### config.mk
export PLATFORM = sky130hd
export DESIGN_NAME = ocp_rr_arbiter_flat
export DESIGN_NICKNAME = d
export VERILOG_FILES = /design/src/rtl/ocp_rr_arbiter_if.sv /design/src/rtl/ocp_rr_arbiter.sv /design/src/flat_wrapper.sv
export SDC_FILE = /design/constraint.sdc
export NUM_CORES = 1
export LEC_CHECK = 0
export ABC_CLOCK_PERIOD_IN_PS = 3050
export CAP_MARGIN = 15
export CELL_PAD_IN_SITES_DETAIL_PLACEMENT = 1
export CELL_PAD_IN_SITES_GLOBAL_PLACEMENT = 1
export CORE_AREA = 2 2 210 212
export CTS_BUF_LIST = sky130_fd_sc_hd__clkbuf_2 sky130_fd_sc_hd__clkbuf_4 sky130_fd_sc_hd__clkbuf_8
export DETAILED_ROUTE_END_ITERATION = 6
export DIE_AREA = 0 0 212 214
export PLACE_DENSITY_LB_ADDON = 0.1
export RECOVER_POWER = 100
export SYNTH_ARGS = -nofsm -noshare
export SYNTH_HDL_FRONTEND = slang
export SYNTH_SLANG_ARGS = --single-unit
### constraint.sdc
create_clock -name clk -period 3.05 [get_ports clk]
set_clock_uncertainty 0.2 [all_clocks]
set_input_delay 0.915 -clock clk [delete_from_list [all_inputs] [get_ports clk]]
set_output_delay 0.915 -clock clk [all_outputs]
set_load 0.05 [all_outputs]
### src/rtl/ocp_rr_arbiter_if.sv
// Bus bundle between N OCP masters, the round-robin arbiter and the shared OCP slave.
// The arbiter uses the slave modport; the master modport drives both the master and slave sides.
interface ocp_rr_arbiter_if #(
   parameter int NUM_MASTERS = 4,
   parameter int ADDR_WIDTH  = 32,
   parameter int DATA_WIDTH  = 32
);
   logic [3*NUM_MASTERS-1:0]              m_MCmd;
   logic [ADDR_WIDTH*NUM_MASTERS-1:0]     m_MAddr;
   logic [DATA_WIDTH*NUM_MASTERS-1:0]     m_MData;
   logic [(DATA_WIDTH/8)*NUM_MASTERS-1:0] m_MByteEn;
   logic [NUM_MASTERS-1:0]                m_SCmdAccept;
   logic [2*NUM_MASTERS-1:0]              m_SResp;
   logic [DATA_WIDTH*NUM_MASTERS-1:0]     m_SData;

   logic [2:0]                            s_MCmd;
   logic [ADDR_WIDTH-1:0]                 s_MAddr;
   logic [DATA_WIDTH-1:0]                 s_MData;
   logic [DATA_WIDTH/8-1:0]               s_MByteEn;
   logic                                  s_SCmdAccept;
   logic [1:0]                            s_SResp;
   logic [DATA_WIDTH-1:0]                 s_SData;

   modport slave (
      input  m_MCmd, m_MAddr, m_MData, m_MByteEn,
      input  s_SCmdAccept, s_SResp, s_SData,
      output m_SCmdAccept, m_SResp, m_SData,
      output s_MCmd, s_MAddr, s_MData, s_MByteEn
   );

   modport master (
      output m_MCmd, m_MAddr, m_MData, m_MByteEn,
      output s_SCmdAccept, s_SResp, s_SData,
      input  m_SCmdAccept, m_SResp, m_SData,
      input  s_MCmd, s_MAddr, s_MData, s_MByteEn
   );
endinterface

### src/rtl/ocp_rr_arbiter.sv
// N-master to 1-slave OCP arbiter: round-robin command grant plus an in-order FIFO
// that routes each non-posted response back to the master that issued it.
//
// state | meaning
// ARB   | scan eligible masters from rr_ptr+1, register the winner as grant
// BUSY  | granted command presented to the slave until s_SCmdAccept
module ocp_rr_arbiter #(
   parameter int NUM_MASTERS     = 4,
   parameter int ADDR_WIDTH      = 32,
   parameter int DATA_WIDTH      = 32,
   parameter int MAX_OUTSTANDING = 4
) (
   input  logic                               clk,
   input  logic                               reset,
   ocp_rr_arbiter_if.slave                    bus,
   output logic [$clog2(MAX_OUTSTANDING):0]   outstanding,
   output logic                               err_unexpected
);
   localparam int BW = DATA_WIDTH / 8;
   localparam int GW = $clog2(NUM_MASTERS);
   localparam int PW = (MAX_OUTSTANDING > 1) ? $clog2(MAX_OUTSTANDING) : 1;
   localparam int CW = $clog2(MAX_OUTSTANDING) + 1;

   localparam logic [2:0] CMD_IDLE = 3'd0;
   localparam logic [2:0] CMD_RD   = 3'd2;
   localparam logic [2:0] CMD_RDEX = 3'd3;
   localparam logic [2:0] CMD_RDL  = 3'd4;
   localparam logic [2:0] CMD_WRNP = 3'd5;
   localparam logic [2:0] CMD_WRC  = 3'd6;
   localparam logic [1:0] RESP_NULL = 2'd0;

   typedef enum logic {ARB, BUSY} state_t;

   state_t              state, state_nxt;
   logic [GW-1:0]       grant, grant_nxt;
   logic [GW-1:0]       rr_ptr, rr_ptr_nxt;
   logic [GW-1:0]       fifo_mem [MAX_OUTSTANDING];
   logic [PW-1:0]       head, tail;
   logic [CW-1:0]       count;
   logic [NUM_MASTERS-1:0] elig;
   logic                fifo_full, fifo_empty;
   logic                push, pop, resp_valid, found;
   logic [2:0]          gnt_cmd;
   logic [GW-1:0]       head_m;

   function automatic logic is_nonposted(input logic [2:0] c);
      return (c == CMD_RD) || (c == CMD_RDEX) || (c == CMD_RDL) ||
             (c == CMD_WRNP) || (c == CMD_WRC);
   endfunction

   function automatic int rr_idx(input int p, input int k);
      int s;
      s = p + k;
      if (s >= NUM_MASTERS) s = s - NUM_MASTERS;
      return s;
   endfunction

   function automatic logic [PW-1:0] ptr_inc(input logic [PW-1:0] p);
      return (int'(p) == MAX_OUTSTANDING - 1) ? '0 : p + 1'b1;
   endfunction

   assign fifo_full   = (count == CW'(MAX_OUTSTANDING));
   assign fifo_empty  = (count == '0);
   assign resp_valid  = (bus.s_SResp != RESP_NULL);
   assign pop         = resp_valid && !fifo_empty;
   assign gnt_cmd     = bus.m_MCmd[3*int'(grant) +: 3];
   assign head_m      = fifo_mem[head];
   assign outstanding = count;

   // Non-posted requests are held back while the FIFO has no room for their response slot.
   always_comb begin
      elig = '0;
      for (int i = 0; i < NUM_MASTERS; i++) begin
         elig[i] = (bus.m_MCmd[3*i +: 3] != CMD_IDLE) &&
                   (!is_nonposted(bus.m_MCmd[3*i +: 3]) || !fifo_full);
      end
   end

   always_comb begin
      state_nxt  = state;
      grant_nxt  = grant;
      rr_ptr_nxt = rr_ptr;
      push       = 1'b0;
      found      = 1'b0;
      case (state)
         ARB: begin
            for (int k = 1; k <= NUM_MASTERS; k++) begin
               if (!found && elig[rr_idx(int'(rr_ptr), k)]) begin
                  found     = 1'b1;
                  grant_nxt = GW'(rr_idx(int'(rr_ptr), k));
                  state_nxt = BUSY;
               end
            end
         end
         BUSY: begin
            if (bus.s_SCmdAccept) begin
               rr_ptr_nxt = grant;
               push       = is_nonposted(gnt_cmd);
               state_nxt  = ARB;
            end
         end
         default: state_nxt = ARB;
      endcase
   end

   // Accept and response routing are masked during reset so an abandoned grant never completes.
   always_comb begin
      bus.s_MCmd       = CMD_IDLE;
      bus.s_MAddr      = '0;
      bus.s_MData      = '0;
      bus.s_MByteEn    = '0;
      bus.m_SCmdAccept = '0;
      bus.m_SResp      = '0;
      bus.m_SData      = '0;
      if (state == BUSY) begin
         bus.s_MCmd    = gnt_cmd;
         bus.s_MAddr   = bus.m_MAddr[ADDR_WIDTH*int'(grant) +: ADDR_WIDTH];
         bus.s_MData   = bus.m_MData[DATA_WIDTH*int'(grant) +: DATA_WIDTH];
         bus.s_MByteEn = bus.m_MByteEn[BW*int'(grant) +: BW];
         if (!reset) bus.m_SCmdAccept[grant] = bus.s_SCmdAccept;
      end
      if (pop && !reset) begin
         bus.m_SResp[2*int'(head_m) +: 2]                 = bus.s_SResp;
         bus.m_SData[DATA_WIDTH*int'(head_m) +: DATA_WIDTH] = bus.s_SData;
      end
   end

   always_ff @(posedge clk) begin
      if (reset) begin
         state          <= ARB;
         grant          <= '0;
         rr_ptr         <= GW'(NUM_MASTERS - 1);
         head           <= '0;
         tail           <= '0;
         count          <= '0;
         err_unexpected <= 1'b0;
      end else begin
         state  <= state_nxt;
         grant  <= grant_nxt;
         rr_ptr <= rr_ptr_nxt;
         if (push) tail <= ptr_inc(tail);
         if (pop)  head <= ptr_inc(head);
         case ({push, pop})
            2'b10:   count <= count + 1'b1;
            2'b01:   count <= count - 1'b1;
            default: count <= count;
         endcase
         if (resp_valid && fifo_empty) err_unexpected <= 1'b1;
      end
   end

   always_ff @(posedge clk) begin
      if (!reset && push) fifo_mem[tail] <= grant;
   end
endmodule

### src/flat_wrapper.sv
// flat-port wrapper written by rule: the top's interface ports become plain ports
module ocp_rr_arbiter_flat 
#(
   parameter int NUM_MASTERS     = 4,
   parameter int ADDR_WIDTH      = 32,
   parameter int DATA_WIDTH      = 32,
   parameter int MAX_OUTSTANDING = 4
)
  (clk, reset, outstanding, err_unexpected, bus_m_MCmd, bus_m_MAddr, bus_m_MData, bus_m_MByteEn, bus_s_SCmdAccept, bus_s_SResp, bus_s_SData, bus_m_SCmdAccept, bus_m_SResp, bus_m_SData, bus_s_MCmd, bus_s_MAddr, bus_s_MData, bus_s_MByteEn);
  ocp_rr_arbiter_if #(.NUM_MASTERS(NUM_MASTERS), .ADDR_WIDTH(ADDR_WIDTH), .DATA_WIDTH(DATA_WIDTH)) bus_i ();
  input  logic clk;
  input  logic reset;
  output logic [$clog2(MAX_OUTSTANDING):0] outstanding;
  output logic err_unexpected;
  input wire logic [$bits(bus_i.m_MCmd)-1:0] bus_m_MCmd;
  input wire logic [$bits(bus_i.m_MAddr)-1:0] bus_m_MAddr;
  input wire logic [$bits(bus_i.m_MData)-1:0] bus_m_MData;
  input wire logic [$bits(bus_i.m_MByteEn)-1:0] bus_m_MByteEn;
  input wire logic [$bits(bus_i.s_SCmdAccept)-1:0] bus_s_SCmdAccept;
  input wire logic [$bits(bus_i.s_SResp)-1:0] bus_s_SResp;
  input wire logic [$bits(bus_i.s_SData)-1:0] bus_s_SData;
  output wire logic [$bits(bus_i.m_SCmdAccept)-1:0] bus_m_SCmdAccept;
  output wire logic [$bits(bus_i.m_SResp)-1:0] bus_m_SResp;
  output wire logic [$bits(bus_i.m_SData)-1:0] bus_m_SData;
  output wire logic [$bits(bus_i.s_MCmd)-1:0] bus_s_MCmd;
  output wire logic [$bits(bus_i.s_MAddr)-1:0] bus_s_MAddr;
  output wire logic [$bits(bus_i.s_MData)-1:0] bus_s_MData;
  output wire logic [$bits(bus_i.s_MByteEn)-1:0] bus_s_MByteEn;
  assign bus_i.m_MCmd = bus_m_MCmd;
  assign bus_i.m_MAddr = bus_m_MAddr;
  assign bus_i.m_MData = bus_m_MData;
  assign bus_i.m_MByteEn = bus_m_MByteEn;
  assign bus_i.s_SCmdAccept = bus_s_SCmdAccept;
  assign bus_i.s_SResp = bus_s_SResp;
  assign bus_i.s_SData = bus_s_SData;
  assign bus_m_SCmdAccept = bus_i.m_SCmdAccept;
  assign bus_m_SResp = bus_i.m_SResp;
  assign bus_m_SData = bus_i.m_SData;
  assign bus_s_MCmd = bus_i.s_MCmd;
  assign bus_s_MAddr = bus_i.s_MAddr;
  assign bus_s_MData = bus_i.s_MData;
  assign bus_s_MByteEn = bus_i.s_MByteEn;
  ocp_rr_arbiter #(.NUM_MASTERS(NUM_MASTERS), .ADDR_WIDTH(ADDR_WIDTH), .DATA_WIDTH(DATA_WIDTH), .MAX_OUTSTANDING(MAX_OUTSTANDING)) u_core (.clk(clk), .reset(reset), .bus(bus_i), .outstanding(outstanding), .err_unexpected(err_unexpected));
endmodule
==> impl_metrics.py <==
metrics = {
    "synth": {
        "synth-edff-count": 8,
        "ys_types": 47,
        "synth_flop_cell": "dfxtp_1",
        "synth_nets": 797,
        "synth.avg_cell_area_sq_um": 9.71,
        "ys_seq_elements": 23,
        "synth_area_sq_um": 4500,
        "async_flop_share_pct": 0,
        "ys_warn_count": 0,
        "synth_cells": 464,
        "ys_seq_area_share_pct": 12.0,
    },
    "sta": {
        "period_share_pct": 117,
        "setup_violations": 161,
        "min_period_ns": 3.56,
        "slew-limit-headroom_pct": 51.0,
        "rsz0062_at_grt": "yes",
        "slew_viol_final": 0,
        "holdWs_ns": 0.275,
        "hold_violations": 0,
        "finalWorstSetupSlack_ns": -0.506,
        "tightest_slew_ns": 0.738,
        "fmax_mhz": 281,
    },
    "run": {
        "drv_cap": 0,
    },
    "final_layout": {
        "nNetsFinal": 1378,
        "areaGrowthSynthToFinish_pct": 222,
        "layout-drive-gt1-share_pct": 56.6,
        "fin_area_sq_um": 14500,
    },
    "routing": {
        "drtIter0Drc": 132,
        "drtPass1Iterations": 4,
        "wire_per_inst_um": 21.5,
        "vias_per_cell": 3.76,
        "drc_errors": 0,
        "final_antenna_net_count": 0,
        "vias": 6212,
        "drt_wl_total_um": 35500,
    },
    "global_route": {
        "track_usage_pct": 14.3,
        "antenna_found_initial": 43,
        "grt_pass1_vias": 6621,
        "gr-total-overflow": 0,
        "grt_max_degree": 40,
        "grt_pass1_wl_um": 47900,
    },
    "clock_tree": {
        "cts_buffers": 3,
        "cts_buffer_depth": 2,
        "cts_tree": "done",
        "clock-root-buffer": "clkbuf_8",
        "cts.clk_slew.worst_paths_ns": 0.09,
        "ctsHtreeMaxLevel": 1,
        "cts_hold_buf": 0,
        "numClockSinks": 23,
        "clock_latency_ns": 0.28,
    },
    "setup_path": {
        "r2r_setup_slack_ns": -0.09,
        "path_class": "in -> out",
        "required_ns": 1.93,
        "end_kind": "primary output",
        "crit_arrival_ns": 2.44,
        "cp_max_fo": 5,
        "r2r_cells": 11,
        "cp-start-kind": "primary input",
        "r2r_start": "u_core.grant[0]",
        "r2r-end": "u_core.outstanding[2]",
    },
    "min_path": {
        "holdCritPathClass": "reg -> reg",
        "hold_end": "u_core.err_unexpected",
        "whs_path_depth": 2,
        "worstHoldStart": "u_core.err_unexpected",
    },
    "floorplanning": {
        "core_sq_um": 42900,
        "ioPinCount": 536,
        "rows": 76,
        "die_w_um": 212,
        "start_util_pct": 10.5,
        "die_y_um": 214,
        "dieArea_sq_um": 45400,
    },
    "power_and_ir_drop": {
        "powerDensity_nw_per_um2": 263,
        "ir_drop_uv": 167,
        "p_leak_nw": 7.77,
    },
    "status": {
        "failed_checks": "setup timing",
        "outcome": "complete, but fails checks",
    },
    "place": {
        "hpwlAfterDp_um": 29400,
        "place_area_sq_um": 12500,
        "gp_congestion": 0.788,
        "portBuffers": 535,
    },
}
## synthesized netlist by cell type (2+ instances only)
cell type | count | area share (%)
a211o_1 | 2 | 0.39
a211oi_1 | 2 | 0.33
a21o_1 | 2 | 0.33
a21oi_1 | 6 | 0.67
a311oi_1 | 2 | 0.39
a31oi_1 | 2 | 0.28
and2_1 | 212 | 29
and3_1 | 3 | 0.42
buf_2 | 8 | 0.89
buf_6 | 3 | 0.75
clkbuf_1 | 22 | 1.8
clkbuf_2 | 6 | 0.67
dfxtp_1 | 15 | 6.7
edfxtp_1 | 8 | 5.3
ha_1 | 11 | 3.1
inv_1 | 10 | 0.83
mux2i_1 | 2 | 0.44
mux4_2 | 73 | 37
nand2_1 | 9 | 0.75
nand3_1 | 4 | 0.44
nor2_1 | 21 | 1.8
nor2_4 | 2 | 0.50
nor3_1 | 2 | 0.22
nor4_1 | 2 | 0.28
o21a_1 | 2 | 0.33
o21ai_0 | 8 | 0.89
xnor2_1 | 3 | 0.58
xor2_1 | 3 | 0.58
## worst max-delay path by stage
stage	start	to	slack (ns)	cells after the start
final	bus_s_SResp[0]	bus_m_SData[5]	-0.51	10
after CTS	register	bus_m_SData[24]	-0.54	10
after global routing	register	bus_m_SData[55]	-0.60	10
after detailed placement	bus_s_SResp[0]	bus_m_SData[12]	-0.93	8
after global placement	bus_s_SResp[0]	bus_m_SData[5]	-0.87	8
after floorplan	reset	bus_m_SData[100]	-0.25	7
## placed cells by master, fill, tap and decap left out, types with 12 or more instances in the layout
cell             synthesis  routed
diode_2                  0      23
dfxtp_1                 15      12
and2_4                   0     188
buf_6                    3      28
and2_0                   0      17
buf_8                    0      46
buf_4                    0      36
buf_12                   0     169
nor2_1                  21      20
mux4_2                  73      73
dlymetal6s2s_1           0     270
clkdlybuf4s50_1          0      32
## through the flow
stage / util (%) / setup TNS (ns) / total power, W / instances / setup WS, ns
floorplan: - / -23.76 / 0.00199 / 464 / -0.245
finish: 33.8 / -60.69 / 0.00382 / 1652 / -0.506
global placement: 29.2 / -128.83 / 0.00328 / 1599 / -0.873
global route: 33.8 / -77.64 / 0.00406 / 1645 / -0.600
CTS: 30.1 / -76.71 / 0.00361 / 1616 / -0.540
detailed placement: 29.2 / -134.02 / 0.00329 / 1599 / -0.928
## per-layer routing
| layer | vias to the layer above | track usage (%) | part of all wire, % |
|---|---|---|---|
| li1 | 2857 | - | - |
| met1 | 2943 | 15.4 | 36 |
| met2 | 339 | 26.3 | 51 |
| met3 | 49 | 6.44 | 11 |
| met4 | 24 | 1.55 | 1.0 |
| met5 | - | 0 | 0.47 |
## cells by family after synthesis
group	after synthesis	share of synthesized area [%]
compound gates	34	5.36
xor+xnor	6	1.17
fa+ha+maj	12	3.50
buf+inv	50	5.06
flops	23	12.0
mux	75	36.9
simple gates	264	36.0
## layout make-up
class	instances	area, sq um
diodes	23	57.6
inverters	10	42.5
well taps	585	732
multi-input cells	391	4290
clock buffers	4	48.8
fillers	4629	28400
repair buffers	616	8770
flip-flops and latches	23	549
## report_power, final
group	switching, W	internal [W]	total, W
registers	0.0000454	0.000376	0.000421
logic	0.00154	0.00164	0.00318
clock network	0.000111	0.000103	0.000214
## critical path, stage by stage
cell	delay, ns
buf_4	0.09
o32ai_1	0.09
or2_4	0.26
buf_4	0.14
nor4_4	0.26
buf_6	0.19
buf_12	0.12
buf_16	0.10
and2_4	0.14
buf_12	0.13
## flip-flops by register name (all words and copies together) (netlist names), named ones only
register               flops
u_core.err_unexpected      1
u_core.state               1
u_core.fifo_mem            8
u_core.outstanding         3
u_core.grant               2
u_core.head                2
u_core.tail                2
u_core.rr_ptr              2
## what timing repair did
item	4_1_cts	5_1_grt
resized for setup	85	543
endpoints found under the setup margin	214	216
pin swaps	8	15
endpoints found under the hold margin	0	0
setup buffers	8	8
gates cloned	5	9
(Power assumes the default switching activity.)
